--- config.mk ---
export PLATFORM = sky130hd
export DESIGN_NAME = pea_fire_scheduler
export DESIGN_NICKNAME = d
export VERILOG_FILES = /design/src/rtl/pea_fire_scheduler.sv
export SDC_FILE = /design/constraint.sdc
export NUM_CORES = 1
export LEC_CHECK = 0
export CAP_MARGIN = 10
export CORE_ASPECT_RATIO = 1.5
export CORE_MARGIN = 10
export CORE_UTILIZATION = 50
export CTS_CLUSTER_SIZE = 25
export DETAILED_ROUTE_END_ITERATION = 10
export MAX_ROUTING_LAYER = met4
export PLACE_DENSITY = 0.85
export SLEW_MARGIN = 10
export SYNTH_ARGS = -nofsm -noshare
export SYNTH_HDL_FRONTEND = slang
export SYNTH_SLANG_ARGS = --single-unit
--- constraint.sdc ---
create_clock -name clk -period 2.67 [get_ports clk]
set_clock_uncertainty 0.1 [all_clocks]
set_input_delay 0.267 -clock clk [delete_from_list [all_inputs] [get_ports clk]]
set_output_delay 0.267 -clock clk [all_outputs]
set_load 0.005 [all_outputs]
--- src/rtl/pea_fire_scheduler.sv ---
// Firing sequencer for the PEA actor: alternates SETUP_INSTR and INSTR firings and counts completed pairs.
// Optional FC watchdog enabled by defining PEA_SCHED_WATCHDOG_EN.
module pea_fire_scheduler #(
    parameter int         CNT_W       = 8,
    parameter int         TIMEOUT     = 1024,
    parameter logic [1:0] SETUP_INSTR = 2'b00,
    parameter logic [1:0] INSTR       = 2'b01
) (
    input  logic             clk,
    input  logic             rst,
    input  logic             run,
    input  logic [CNT_W-1:0] num_pairs,
    input  logic             enable,
    input  logic             fc,
    output logic             invoke,
    output logic [1:0]       next_instr,
    output logic             busy,
    output logic             done,
    output logic [CNT_W-1:0] pair_count,
    output logic             timeout_err
);

    typedef enum logic [2:0] {IDLE, PREP, CHECK, FIRE, WAIT} state_t;

    state_t           state, state_nx;
    logic             phase, phase_nx;
    logic             fc_q;
    logic [CNT_W-1:0] target;
    logic [CNT_W-1:0] count_inc;
    logic             fc_edge;
    logic             start;
    logic             pair_done;
    logic             hit_target;
    logic             wd_expire;

    // Only a fresh FC edge completes a firing; a level left over from the last one is ignored.
    assign fc_edge   = fc & ~fc_q;
    assign count_inc = pair_count + CNT_W'(1);
    assign invoke    = (state == FIRE);
    assign busy      = (state != IDLE);

    // NOTE: every output of this block gets a default first, so no path can infer a latch.
    always_comb begin
        state_nx   = state;
        phase_nx   = phase;
        start      = 1'b0;
        pair_done  = 1'b0;
        hit_target = 1'b0;
        case (state)
            IDLE: if (run) begin
                start    = 1'b1;
                phase_nx = 1'b0;
                state_nx = PREP;
            end
            PREP:  state_nx = CHECK;
            CHECK: begin
                if (!run)        state_nx = IDLE;
                else if (enable) state_nx = FIRE;
            end
            FIRE:  state_nx = WAIT;
            WAIT: begin
                if (fc_edge) begin
                    if (!phase) begin
                        phase_nx = 1'b1;
                        state_nx = PREP;
                    end else begin
                        pair_done = 1'b1;
                        if (target != '0 && count_inc == target) begin
                            hit_target = 1'b1;
                            state_nx   = IDLE;
                        end else if (!run) begin
                            state_nx = IDLE;
                        end else begin
                            phase_nx = 1'b0;
                            state_nx = PREP;
                        end
                    end
                end else if (wd_expire) begin
                    state_nx = IDLE;
                end
            end
            default: state_nx = IDLE;
        endcase
    end

    // NOTE: sequential state is written with non-blocking assignments only.
    always_ff @(posedge clk or negedge rst) begin
        if (!rst) begin
            state      <= IDLE;
            phase      <= 1'b0;
            fc_q       <= 1'b0;
            target     <= '0;
            pair_count <= '0;
            done       <= 1'b0;
            next_instr <= SETUP_INSTR;
        end else begin
            state <= state_nx;
            phase <= phase_nx;
            fc_q  <= fc;
            done  <= hit_target;
            if (start) begin
                target     <= num_pairs;
                pair_count <= '0;
            end else if (pair_done) begin
                pair_count <= count_inc;
            end
            // Mode is fixed on PREP entry so enable and the PEA see it stable for the whole firing.
            if (state_nx == PREP && state != PREP)
                next_instr <= phase_nx ? INSTR : SETUP_INSTR;
        end
    end

`ifdef PEA_SCHED_WATCHDOG_EN
    localparam int WD_W = (TIMEOUT > 2) ? $clog2(TIMEOUT) : 1;

    logic [WD_W-1:0] wd_cnt;

    assign wd_expire = (state == WAIT) && (wd_cnt == WD_W'(TIMEOUT - 1));

    always_ff @(posedge clk or negedge rst) begin
        if (!rst) begin
            wd_cnt      <= '0;
            timeout_err <= 1'b0;
        end else begin
            wd_cnt <= (state == WAIT) ? wd_cnt + WD_W'(1) : '0;
            if (start)
                timeout_err <= 1'b0;
            else if (wd_expire && !fc_edge)
                timeout_err <= 1'b1;
        end
    end
`else
    assign wd_expire   = 1'b0;
    assign timeout_err = 1'b0;
`endif

endmodule
==> out/metrics.yaml, run 1 <==
cts:
  cts.sinks: 23
  ctsResizeCount: 0
  root_buffer: "clkbuf_4"
  htree_levels: 1
  cts_setup_buffers: 0
  cts_tree: "yes"
  clk_pin_slew_ns: 0.13
  cts_made_buffers: 3
  clock_path_buffers: 2
  hold_buffers: 0
  clk_latency_ns: 0.32
global_routing:
  gr-total-overflow: 0
  grt_start_max_net_pins: 24
  grt_pass1_vias: 1109
  grt_first_pass_wirelength_mm: 4.92
  grt_usage_pct: 13.1
  antenna_found_initial: 0
timing:
  setup_viol: 0
  rsz0062_at_grt: "no"
  drv_slew: 0
  finalHoldViolations: 0
  max_freq_mhz: 422
  final.min_clock_period_ns: 2.37
  whs_ns: 0.177
  fin_crit_sh_pct: 88.7
  setup_tns_ns: 0
  worst_slack_ns: 0.302
die:
  initial_utilization_pct: 51.6
  core_um2: 2450
  num_rows: 22
  io-pin-count: 27
  dieWidth_um: 61.1
  dieArea_um2: 4980
  die_y_um: 81.6
synthesis:
  ys.flop_type: "dfrtp_1"
  synthMuxAreaShare_pct: 8.01
  yosysWarnings: 0
  postSynth.asyncResetShare_pct: 100
  yosys-top-cells-area: "dfrtp_1 (45%), xnor2_1 (8.3%), mux2_2 (8.0%), o21ai_0 (3.6%), nand2_1 (3.3%)"
  synth_common_cells: "dfrtp_1 (23), xnor2_1 (12), nand2_1 (11)"
  yosysTopAreaCellShare_pct: 45.5
  synth_compound_area_share_pct: 14.5
  synth-seq-cells: 23
  synth_top_family_by_area: "simple AND/OR/NAND/NOR gates"
  ys_seq_area_share_pct: 45.5
  synth_most_common_cell: "dfrtp_1"
  synth_cell_types: 35
  synth_area_leader_cell: "dfrtp_1"
  syn_area_um2: 1260
  avgSynthCellArea_um2: 10.2
  synth_adder_area_share_pct: 0.989
  yosys.area_share.xor_xnor_pct: 9.69
  synth-simple-area-share_pct: 17.2
  syn_inst: 124
  synth-edff-count: 0
routing:
  finalWirelength_mm: 2.83
  drc: 0
  dr.pass1.iters: 4
  vias_per_cell: 5.96
  num_vias: 1037
  routedWlPerCell_um: 16.3
  drt_iter0_drc: 31
  final_antenna_net_count: 0
setup_path:
  critPathLaunchType: "flop"
  path_class: "reg -> reg"
  crit_path_end_kind: "flop"
  required_ns: 2.78
  arrival_ns: 2.48
  crit_fanout: 6
worst_hold_path:
  hold_class: "in -> async"
place:
  place_hpwl_mm: 2.20
  dp_slack_ns: 0.334
  place.gp.congestion: 0.859
  portBuffers: 24
finish:
  layout-drive-gt1-share_pct: 14.0
  area_growth_pct: 23.0
  diodes: 0
  layout.nets: 165
job:
  cap_violations: 0
power:
  powerDensity_nw_per_um2: 773
  p_leak_nw: 0.605
  peakVddDrop_mv: 0.570
status:
  outcome: "completed"
[flip-flops by register name (all words and copies together), names as in the netlist]
register and count:
fc_q 1, next_instr 1, pair_count 8, done 1
phase 1, state 3, target 8
[cells by family after synthesis]
family / Yosys count
adder cells (fa/ha/maj): 1
AO/OA/AOI/OAI: 25
other: 1
AND/OR/NAND/NOR: 41
flip-flops: 23
multiplexers: 9
XOR/XNOR: 14
buffers and inverters: 10
[metal layers]
layer	up-vias	track usage, %	part of all wire [%]
met4	0	9.17	2.6
met2	35	21.0	54
met1	503	13.9	38
met3	10	2.78	5.6
met5	-	-	0
li1	489	-	-
[critical path, cell delays in order (launching register included)]
cell and delay (ns):
dfrtp_1 0.48, ha_1 0.35, xor2_1 0.16, a211oi_2 0.19
nand3_1 0.14, a2111oi_4 0.44, a31oi_1 0.14, o221a_1 0.25
[final cells by class]
class | count | area, um^2
inverter | 4 | 15.0
multi-input combinational | 92 | 646
clock buffer | 3 | 22.5
tap | 24 | 30.0
clock inverter | 1 | 5.00
sequential | 23 | 576
timing repair buffer | 27 | 263
fill | 197 | 893
[final timing paths]
path,start,end,slack (ns),depth (start not counted)
setup / recovery,pair_count[0],next_instr[0],0.30,7
hold / removal,rst,done,0.18,2
setup reg to reg,pair_count[0],next_instr[0],0.30,7
hold reg to reg,pair_count[7],pair_count[7],0.45,1
max in group asynchronous,rst,target[7],2.05,2
min in group clk,fc,fc_q,0.29,1
[power breakdown]
part,internal (mW),switching (mW)
clock network,0.0562,0.108
logic,0.270,0.212
registers,0.443,0.114
total,0.770,0.434
[through the flow]
step	utilization (%)	total power, mW	instance area, um^2	instances
after global routing	63.5	1.29	1560	174
after global placement	62.4	1.02	1530	170
final	63.5	1.20	1560	174
after detailed placement	62.4	1.04	1530	170
after CTS	63.5	1.21	1560	174
after floorplan	-	0.890	1270	125
[placed cells by master, fill, tap and decap left out, drive strengths merged, types with 2 or more instances in the layout]
master / n
o41ai: 3
nor4: 2
mux2: 9
or3: 2
o21ai: 10
nand2: 11
a21oi: 4
clkdlybuf4s50: 24
and3: 2
nand3b: 3
nand3: 7
conb: 2
xor2: 2
nor2b: 3
clkbuf: 3
nor2: 7
buf: 3
xnor2: 12
inv: 4
nand4: 2
dfrtp: 23
(Power assumes the default switching activity.)
==> inputs of run 2 (changes only) <==
--- a/config.mk
+++ b/config.mk
@@ -11,6 +11,7 @@
 export CORE_UTILIZATION = 50
 export CTS_CLUSTER_SIZE = 25
 export DETAILED_ROUTE_END_ITERATION = 10
+export GPL_TIMING_DRIVEN = 0
 export MAX_ROUTING_LAYER = met4
 export PLACE_DENSITY = 0.85
 export SLEW_MARGIN = 10
==> run 2 against run 1 <==
  * Power is 0.26% lower
  * Sequential power is 3% lower
  * Hold slack improved by 0.12 ns
  * Global-route usage down 0.56 points
  * Non-clock buffer count increased by 3
  * Via count fell by 0.39%
  * Sequential share of layout area fell by 0.24 points
  * Maximum frequency is 0.99% lower
  * Utilization grew 0.41 points
==> out/metrics.yaml, run 2 (synthesis results as in run 1) <==
place:
  place_hpwl_mm: 2.16
  place.gp.congestion: 0.891
  portBuffers: 24
  dp_slack_ns: 0.314
power:
  internal-power_mw: 0.770
  powerDensity_nw_per_um2: 766
  combPwrFrac_pct: 41.0
  p_seq_share_pct: 44.8
  p_leak_nw: 0.615
  finalPower_mw: 1.20
  peakVddDrop_mv: 0.511
  power_switching_mw: 0.430
  clockPowerShare_pct: 14.2
  swShare_pct: 35.8
cts:
  ctsResizeCount: 0
  cts_setup_buffers: 0
  cts.sinks: 23
  clk_latency_ns: 0.32
  root_buffer: "clkbuf_4"
  cts_made_buffers: 3
  cts_tree: "yes"
  hold_buffers: 0
  htree_levels: 1
  clk_pin_slew_ns: 0.14
  clock_path_buffers: 2
routing:
  vias_per_cell: 5.84
  final_antenna_net_count: 0
  num_vias: 1033
  routedWlPerCell_um: 15.6
  drc: 0
  dr.pass1.iters: 4
  finalWirelength_mm: 2.76
  drt_iter0_drc: 42
setup_path:
  worstReg2RegStart: "pair_count[0]"
  critPathLaunch: "pair_count[0]"
  critPathLaunchType: "flop"
  required_ns: 2.80
  path_class: "reg -> reg"
  crit_path_end_kind: "flop"
  crit_fanout: 6
  arrival_ns: 2.52
timing:
  setup_viol: 0
  finalHoldViolations: 0
  drv_slew: 0
  max_freq_mhz: 418
  setup_tns_ns: 0
  worst_slack_ns: 0.278
  final.min_clock_period_ns: 2.39
  worst_pin_slew_ns: 1.03
  fin_crit_sh_pct: 89.6
  maxSlewHeadroom_pct: 30.9
  rsz0062_at_grt: "no"
die:
  core_um2: 2450
  dieWidth_um: 61.1
  num_rows: 22
  dieArea_um2: 4980
  io-pin-count: 27
  initial_utilization_pct: 51.6
  die_y_um: 81.6
finish:
  fillers: 206
  diodes: 0
  layout-drive-gt1-share_pct: 14.4
  final_cell_mix: "clkdlybuf4s50_1 (24), dfrtp_1 (23), xnor2_1 (12)"
  regArea_um2: 576
  final_common_cell: "clkdlybuf4s50_1"
  layout.nets: 168
  multi_input_area_um2: 646
  biggestRegsByFlops: "pair_count (8), target (8), state (3)"
  area_growth_pct: 23.8
status:
  outcome: "completed"
global_routing:
  grt_first_pass_wirelength_mm: 4.69
  grt_pass1_vias: 1016
  grt_util_met2_pct: 20.7
  met1_usage_pct: 13.4
  met3_usage_pct: 2.93
  grt_usage_pct: 12.6
  grt-busiest-layer: "met2"
  gr-total-overflow: 0
  antenna_found_initial: 0
  grt_start_max_net_pins: 24
worst_hold_path:
  hold_class: "in -> reg"
  hold_start: "fc"
job:
  cap_violations: 0
-- run 2: layout make-up --
type                       count  area share [%]
multi-input combinational     92            41.2
timing repair buffer          24            15.3
inverter                       4           0.958
clock buffer                   3            1.44
buffer                         6            2.08
sequential                    23            36.7
clock inverter                 1           0.319
tap                           24            1.92
-- run 2: power groups by stage --
| stage | combinational, mW | sequential (mW) | clock [mW] |
|---|---|---|---|
| after floorplan | 0.370 | 0.520 | 0 |
| after global placement | 0.485 | 0.540 | 0 |
| after detailed placement | 0.494 | 0.544 | 0 |
| after CTS | 0.499 | 0.536 | 0.179 |
| after global routing | 0.543 | 0.554 | 0.196 |
| final | 0.492 | 0.538 | 0.170 |
-- run 2: path summary, 6_finish.rpt --
kind	to	slack, ns	cells after the start
setup / recovery	next_instr[0]	0.28	7
hold / removal	fc_q	0.30	1
setup reg to reg	next_instr[0]	0.28	7
hold reg to reg	pair_count[7]	0.45	1
max in group asynchronous	state[0]	1.46	1
min in group asynchronous	pair_count[5]	0.39	1
-- run 2: layer usage --
layer | wire [um] | up-vias
li1 | - | 500
met1 | 1110 | 501
met2 | 1450 | 26
met3 | 137 | 6
met4 | 64 | 0
met5 | 0 | -
-- run 2: worst max-delay path: stages, from the launching register on --
cell       delay (ns)
dfrtp_1          0.48
ha_1             0.35
xor2_1           0.16
a211oi_2         0.19
nand3_1          0.14
a2111oi_4        0.46
a31oi_1          0.15
o221a_1          0.26
-- run 2: metrics by stage --
step,std cells,hold WS (ns),util (%),instance area (um^2)
final,177,0.298,63.9,1570
after global routing,177,0.273,63.9,1570
after CTS,177,0.289,63.9,1570
after detailed placement,173,0.441,62.8,1540
after global placement,173,0.421,62.8,1540
after floorplan,125,-0.129,-,1270
==> edit: new RTL, flow settings as in run 2 <==
Change the parameter `CNT_W` from 8 to 12.
--- a/src/rtl/pea_fire_scheduler.sv
+++ b/src/rtl/pea_fire_scheduler.sv
@@ -1,7 +1,7 @@
 // Firing sequencer for the PEA actor: alternates SETUP_INSTR and INSTR firings and counts completed pairs.
 // Optional FC watchdog enabled by defining PEA_SCHED_WATCHDOG_EN.
 module pea_fire_scheduler #(
-    parameter int         CNT_W       = 8,
+    parameter int         CNT_W       = 12,
     parameter int         TIMEOUT     = 1024,
     parameter logic [1:0] SETUP_INSTR = 2'b00,
     parameter logic [1:0] INSTR       = 2'b01
Ports: changed (resized num_pairs and pair_count); port bits go from 27 to 35. No check against the original RTL was run, so the function may have changed too.
==> edit against run 2 <==
Setup slack worse by 0.061 ns. Wire length up 71%. Sequential cell count up 8. Area after synthesis is 48% higher. Sequential power is 36% higher. Clock power rose by 110%. Global-route usage grew 2.5 points. Combinational power grew 34%. Total power increased by 45%. Final cell count up 72%. Design area grew 49%. Core utilization about the same. Highest routed layer unchanged.
==> edit: results (changes against run 2) <==
Leakage 1.05 nW (+71%); H-tree levels 2 (+1); Slowest Stage Delay on Critical Path 0.55 ns (+0.07 ns); post-layout min period 2.45 ns (+0.0608 ns); hold slack 0.356 ns (+0.0582 ns); met1 Usage GRT 0.148 (+0.0147); half-perimeter wire length after placement 3670 um (+70%); worst r2r dst state[0]; vias in the first global route 1,792 (+76%); GR Util met2 0.272 (+0.0649); synth top area cells dfrtp_1 41%, nand2_1 12%, o21ai_0 4.0%, xnor2_1 3.7%, nor2_1 2.4%; largest net degree at the start of global routing 32 (+33%); switching share of power 0.383 (+0.0247); # clk buffers 7 (+4); Root Buffer Master clkbuf_8; post-synthesis cell type count 50 (+43%); DRT iter0 DRCs 101 (+140%); post-synthesis sequential area ratio 0.415 (-0.0400); GRT Util Overall 0.151 (+0.0252); Cells after DPL 296 (+71%); Worst R2R Path Depth 8 (+1); biggest regs pair_count (12), target (12), state (3); CTS Buf Count 5 (+2); worst-skew pair later-pin latency 0.29 ns (-0.03 ns); Final Wtd Congestion 0.920 (+3.3%); invs w/o clock 3 (-1); post-place setup slack 0.231 ns (-0.0832 ns); Peak VDD IR 490 uV (-4.2%); Multi-input comb cells 174 (+89%); Non-CTS buffers 46 (+53%); # fillers 333 (+62%); run status finished, final reports clean; sequential cell area share 0.332 (-0.0350); vias per cell 5.78 (-1.0%); Met2 Wirelength 2530 um (+74%); Die X 69.9 um (+14%); met3 Usage GRT 0.0346 (+0.00531); WL met1 1850 um (+66%); Buffers on Ports 32 (+33%); fraction of area in multi-input gates 0.435 (+0.0227); WL final 4730 um (+71%); global-route wire length before repair 8080 um (+72%); r2r setup slk 0.22 ns (-0.06 ns); worst-path fanout max 9 (+3); fin area 2330 um^2 (+49%)
==> edit: logic make-up after synthesis <==
kind of cell             count (synthesis)  share of synthesized area
adder cells (fa/ha/maj)                  1                    0.00669
buffers and inverters                   16                     0.0442
AO/OA/AOI/OAI                           49                      0.169
other                                    1                    0.00201
AND/OR/NAND/NOR                        108                      0.289
XOR/XNOR                                14                     0.0736
flip-flops                              31                      0.415
==> edit: power groups by stage <==
| stage | Combinational, mW | Clock, mW | Sequential [mW] |
|---|---|---|---|
| after CTS | 0.663 | 0.358 | 0.730 |
| final | 0.659 | 0.351 | 0.733 |
| after global placement | 0.638 | 0 | 0.731 |
| after global routing | 0.750 | 0.379 | 0.750 |
| after floorplan | 0.472 | 0 | 0.698 |
| after detailed placement | 0.658 | 0 | 0.737 |
==> edit: what timing repair did <==
item,4_1_cts,5_1_grt
hold endpoints to repair,31,0
endpoints found under the setup margin,0,0
hold buffers,1,0
